### config.mk
export PLATFORM = sky130hd
export DESIGN_NAME = bcd_to_bin_loader
export DESIGN_NICKNAME = d
export VERILOG_FILES = /design/src/rtl/bcd_to_bin_loader.sv
export SDC_FILE = /design/constraint.sdc
export NUM_CORES = 1
export LEC_CHECK = 0
export CAP_MARGIN = 40
export CELL_PAD_IN_SITES_DETAIL_PLACEMENT = 1
export CELL_PAD_IN_SITES_GLOBAL_PLACEMENT = 2
export CORE_ASPECT_RATIO = 0.6
export CORE_MARGIN = 10
export CORE_UTILIZATION = 37
export DETAILED_ROUTE_END_ITERATION = 7
export PLACE_DENSITY_LB_ADDON = 0.1
export SETUP_SLACK_MARGIN = 0.1
export SYNTH_ARGS = -nofsm -noshare
export SYNTH_HDL_FRONTEND = slang
export SYNTH_SLANG_ARGS = --single-unit
### constraint.sdc
create_clock -name clk -period 2.8 [get_ports clk]
set_clock_uncertainty 0.1 [all_clocks]
set_input_delay 0.42 -clock clk [delete_from_list [all_inputs] [get_ports clk]]
set_output_delay 0.42 -clock clk [all_outputs]
set_load 0.01 [all_outputs]
### src/rtl/bcd_to_bin_loader.sv
// Sequential BCD-to-binary converter (reverse double-dabble) with ready/valid on both sides.
// Optional build macro BCD2BIN_SAT_EN: saturate dout to all-ones on overflow instead of wrapping.
module bcd_to_bin_loader #(
  parameter int DWIDTH  = 8,
  parameter int NDIGITS = 3
) (
  input  logic                   clk,
  input  logic                   rst_n,
  input  logic [4*NDIGITS-1:0]   bcd_in,
  input  logic                   in_valid,
  output logic                   in_ready,
  output logic [DWIDTH-1:0]      dout,
  output logic                   out_valid,
  input  logic                   out_ready,
  output logic                   err_digit,
  output logic                   err_ovf,
  output logic                   busy
);

  localparam int BW = 4 * NDIGITS;
  localparam int CW = $clog2(BW + 1);

  typedef enum logic [1:0] {
    IDLE,
    SHIFT,
    DONE
  } state_e;

  state_e            state_q, state_d;
  logic [BW-1:0]     bcd_q, bcd_d;
  logic [BW-1:0]     bin_q, bin_d;
  logic [CW-1:0]     cnt_q, cnt_d;
  logic              bad_q, bad_d;
  logic [DWIDTH-1:0] dout_q, dout_d;
  logic              out_valid_q, out_valid_d;
  logic              err_digit_q, err_digit_d;
  logic              err_ovf_q, err_ovf_d;

  logic              in_bad;
  logic [2*BW-1:0]   shifted;
  logic [BW-1:0]     bcd_adj;
  logic              bin_ovf;
  logic [DWIDTH-1:0] bin_trunc;
  logic [DWIDTH-1:0] bin_result;

  // Datapath helpers: digit check, one reverse double-dabble step, range check.
  always_comb begin
    in_bad = 1'b0;
    for (int d = 0; d < NDIGITS; d++) begin
      if (bcd_in[4*d +: 4] > 4'd9) in_bad = 1'b1;
    end

    shifted = {bcd_q, bin_q} >> 1;
    bcd_adj = shifted[2*BW-1:BW];
    for (int d = 0; d < NDIGITS; d++) begin
      if (shifted[BW + 4*d +: 4] >= 4'd8) bcd_adj[4*d +: 4] = shifted[BW + 4*d +: 4] - 4'd3;
    end

    bin_ovf   = 1'b0;
    for (int i = DWIDTH; i < BW; i++) bin_ovf = bin_ovf | bin_q[i];
    bin_trunc = '0;
    for (int i = 0; i < DWIDTH && i < BW; i++) bin_trunc[i] = bin_q[i];

`ifdef BCD2BIN_SAT_EN
    bin_result = bin_ovf ? {DWIDTH{1'b1}} : bin_trunc;
`else
    bin_result = bin_trunc;
`endif
  end

  always_comb begin
    // NOTE: every signal gets its hold value first so no path through the case leaves it unassigned (no latch).
    state_d     = state_q;
    bcd_d       = bcd_q;
    bin_d       = bin_q;
    cnt_d       = cnt_q;
    bad_d       = bad_q;
    dout_d      = dout_q;
    out_valid_d = out_valid_q;
    err_digit_d = err_digit_q;
    err_ovf_d   = err_ovf_q;

    unique case (state_q)
      IDLE: begin
        if (in_valid) begin
          bcd_d       = bcd_in;
          bin_d       = '0;
          cnt_d       = '0;
          bad_d       = in_bad;
          err_digit_d = 1'b0;
          err_ovf_d   = 1'b0;
          state_d     = in_bad ? DONE : SHIFT;
        end
      end
      SHIFT: begin
        bcd_d = bcd_adj;
        bin_d = shifted[BW-1:0];
        cnt_d = cnt_q + 1'b1;
        if (cnt_q == CW'(BW - 1)) state_d = DONE;
      end
      DONE: begin
        // First DONE cycle registers the result; it then holds until the consumer takes it.
        if (!out_valid_q) begin
          out_valid_d = 1'b1;
          err_digit_d = bad_q;
          err_ovf_d   = !bad_q && bin_ovf;
          dout_d      = bad_q ? '0 : bin_result;
        end else if (out_ready) begin
          out_valid_d = 1'b0;
          state_d     = IDLE;
        end
      end
      default: state_d = IDLE;
    endcase
  end

  // NOTE: state flops use non-blocking assignments so every register samples pre-edge values.
  always_ff @(posedge clk or negedge rst_n) begin
    if (!rst_n) begin
      state_q     <= IDLE;
      bcd_q       <= '0;
      bin_q       <= '0;
      cnt_q       <= '0;
      bad_q       <= 1'b0;
      dout_q      <= '0;
      out_valid_q <= 1'b0;
      err_digit_q <= 1'b0;
      err_ovf_q   <= 1'b0;
    end else begin
      state_q     <= state_d;
      bcd_q       <= bcd_d;
      bin_q       <= bin_d;
      cnt_q       <= cnt_d;
      bad_q       <= bad_d;
      dout_q      <= dout_d;
      out_valid_q <= out_valid_d;
      err_digit_q <= err_digit_d;
      err_ovf_q   <= err_ovf_d;
    end
  end

  assign in_ready  = (state_q == IDLE);
  assign busy      = (state_q == SHIFT);
  assign dout      = dout_q;
  assign out_valid = out_valid_q;
  assign err_digit = err_digit_q;
  assign err_ovf   = err_ovf_q;

endmodule

==> run_results.csv <==
group,metric,value,unit
global_route,met1_usage,0.1686,
critical_path,cp.required,2280,ps
synth,synthTopCellsByCount,"42 x dfrtp_1, 31 x nand2_1, 14 x o21ai_0",
critical_path,worst-path-max-fanout,19,
critical_path,slowest_delay,590,ps
power,p_per_area,925.8,mW/mm²
layout,syn2layout_area_growth,22.84,%
synth,netlist_instances,188,
floorplan,rows,20,
outcome,status,"complete, no violations",
synth,synthFlopType,"dfrtp_1",
critical_path,reg2reg_slack,930,ps
timing,rsz0062_at_grt,"no",
floorplan,die_h,76.71,µm
synth,synth_nets,209,
synth,synth_compound_area_frac,0.2158,
clock_network,insertion_delay,290,ps
synth,synth_xor_area_frac,0.02208,
critical_path,crit_path_end_kind,"primary output",
clock_network,cts_max_path_buffers,2,
layout,final_cells,285,
timing,tns,0,ps
synth,yosysUniqueCellTypes,38,
min_path,hp-class,"flop to flop",
critical_path,rr_startpoint,"state_q[0]$_DFFE_PN0P_",
floorplan,die-area,0.008784,mm²
synth,syn-mean-instance-area,10.55,µm²
global_route,top_usage_layer,"met2",
route,drt_wl_total,5.114,mm
layout,final_layout_size_suffix_gt1_frac,0.09589,
layout,nets,239,
clock_network,ctsResizeCount,0,
route,ant_nets,0,
route,vias,1524,
critical_path,startpoint,"state_q[1]$_DFFE_PN0P_",
route,drt_iter0_drc,64,
route,route.detailed.drc,0,
global_route,use_met2,0.1838,
clock_network,cts_made_buffers,5,
timing,report.final.slew_viol_count,0,
global_route,grt_pass1_vias,1667,
clock_network,clock_sinks,42,
clock_network,cts_hold_buf,1,
critical_path,rr_endpoint,"err_ovf$_DFFE_PN0P_",
placement,place_inst,276,
global_route,met3_usage,0.02642,
critical_path,critical_path_class,"flop to primary output",
synth,yosysTopAreaCell,"dfrtp_1",
route,dr.pass1.iters,4,
synth,synth-seq-area-share,0.5300,
synth,synth-async-reset-ratio,1.000,
timing,finalCritPeriodShare,0.8734,
placement,dp_slack,674.4,ps
synth,synthMuxAreaShare,0.02524,
timing,setup_slack,354.4,ps
route,wl_per_cell,17.94,µm
synth,synth_edf_count,0,
synth,synth_top_family_by_area,"compound AO/OA/AOI/OAI gates",
clock_network,clock-root-buffer,"clkbuf_8",
synth,ys_top_cells_by_area,"dfrtp_1 53%, nand2_1 5.9%, a22o_1 5.7%",
timing,max_freq,408.9,MHz
synth,yosys_warnings,0,
synth,synth_fa_ha_area_frac,0.03155,
route,via_per_inst,5.347,
floorplan,initial_core_util,0.3866,
power,power,0.002255,W
timing,max_slew_margin,0.5786,
placement,finalWeightedCongestion,0.7638,
critical_path,endpoint,"busy",
global_route,antenna_found_initial,0,
synth,synth.cell_area,0.001983,mm²
floorplan,io_pins,29,
timing,fin_crit,2446,ps
placement,portBuffers,28,
clock_network,cts.reportedPaths.clkPinSlew,80,ps
critical_path,cp-start-kind,"flop",
job,maxCapViolCount,0,
global_route,grt_pass1_wl,8.728,mm
critical_path,crit_path_top_delay_cell,"clkdlybuf4s50_1",
global_route,grt_usage,0.1211,
synth,yosysMostFrequentCell,"dfrtp_1",
synth,ys_ff_latch,42,
clock_network,h-tree-depth,2,
power,ir_drop,304.4,µV
placement,place_hpwl,3.817,mm
timing,worst_pin_slew,632.1,ps
critical_path,ff2ff_path_depth,4,
global_route,grt_max_degree,34,
critical_path,crit_arrival,1930,ps
floorplan,core_area,0.005130,mm²
clock_network,cts_tree,"done",
critical_path,worstPathCellList,"inv_1 -> nand2_4 -> inv_4 -> clkdlybuf4s50_1",
clock_network,postCtsSetupBuffers,0,
floorplan,die_w,114.5,µm
global_route,grt-ovfl-total,0,
timing,finalSetupViolations,0,
synth,synth.top_cell.area_share,0.5300,
layout,antenna_cells,0,
power,p_leak,1.070,nW
timing,hold_violations,0,
synth,yosys.area_share.simple,0.1300,
==> layout make-up <==
cell class	count	area, µm²
clock buffers	7	86.33
clock inverters	1	5.005
fillers	545	2694
inverters	7	28.78
multi-input cells	129	842.1
flip-flops and latches	42	1051
well taps	66	82.58
repair buffers	33	340.3
==> worst min-delay path by stage <==
stage,startpoint,endpoint,slack [ps],cells after the start
finish,dout[4]$_DFFE_PN0P_,dout[4]$_DFFE_PN0P_,390,2
global route,dout[0]$_DFFE_PN0P_,dout[0]$_DFFE_PN0P_,440,2
CTS,dout[4]$_DFFE_PN0P_,dout[4]$_DFFE_PN0P_,390,2
detailed placement,rst_n,bin_q[10]$_DFFE_PN0P_,200,1
global placement,bcd_q[10]$_DFFE_PN0P_,bcd_q[10]$_DFFE_PN0P_,360,2
floorplan,rst_n,bad_q$_DFFE_PN0P_,20,0
==> worst max-delay path: cells and delay by family (launching register included) <==
family | cells | cell delay, ps
buf+inv | 3 | 1090
flops | 1 | 390
simple gates | 1 | 150
==> routing by layer <==
layer | vias to the layer above | wire length, µm
met2 | 25 | 2371
met1 | 767 | 2490
met4 | 0 | 61
li1 | 728 | -
met5 | - | 0
met3 | 4 | 191
==> cell families after synthesis <==
family / Yosys count
XOR/XNOR: 5
AO/OA/AOI/OAI: 61
buffers and inverters: 17
adder cells (fa/ha/maj): 5
flip-flops: 42
multiplexers: 5
AND/OR/NAND/NOR: 53
==> power by group <==
part	switching (W)	leakage [nW]	internal [W]
logic	0.000510	0.469	0.000418
registers	0.000174	0.553	0.000754
clock network	0.000200	0.0482	0.000199
==> through the flow <==
step | util | instance area [µm²] | hold slack, ps
floorplan | - | 1983 | 24.41
global placement | 0.4512 | 2315 | 363.8
detailed placement | 0.4551 | 2335 | 203.3
CTS | 0.4749 | 2436 | 394.3
global route | 0.4749 | 2436 | 435.4
finish | 0.4749 | 2436 | 388.6
==> cells in the final DEF, fill, tap and decap left out, types with 3 or more instances in the layout <==
cell type        instances
a21oi_1                  3
a22o_1                  13
clkbuf_8                 6
clkdlybuf4s50_1         27
dfrtp_1                 42
ha_1                     5
inv_1                    5
mux2i_1                  5
nand2_1                 31
nor2_1                   7
nor2b_1                  4
o21ai_0                 14
o21ai_1                  9
o22a_1                   4
o22ai_1                  6
xor2_1                   3
==> flip-flops by register name (all words and copies together), names as in the netlist <==
register / count
bad_q: 1
bcd_q: 12
bin_q: 12
cnt_q: 4
dout: 8
err_digit: 1
err_ovf: 1
out_valid: 1
state_q: 2
No activity file was read; power rests on OpenSTA's default activity.
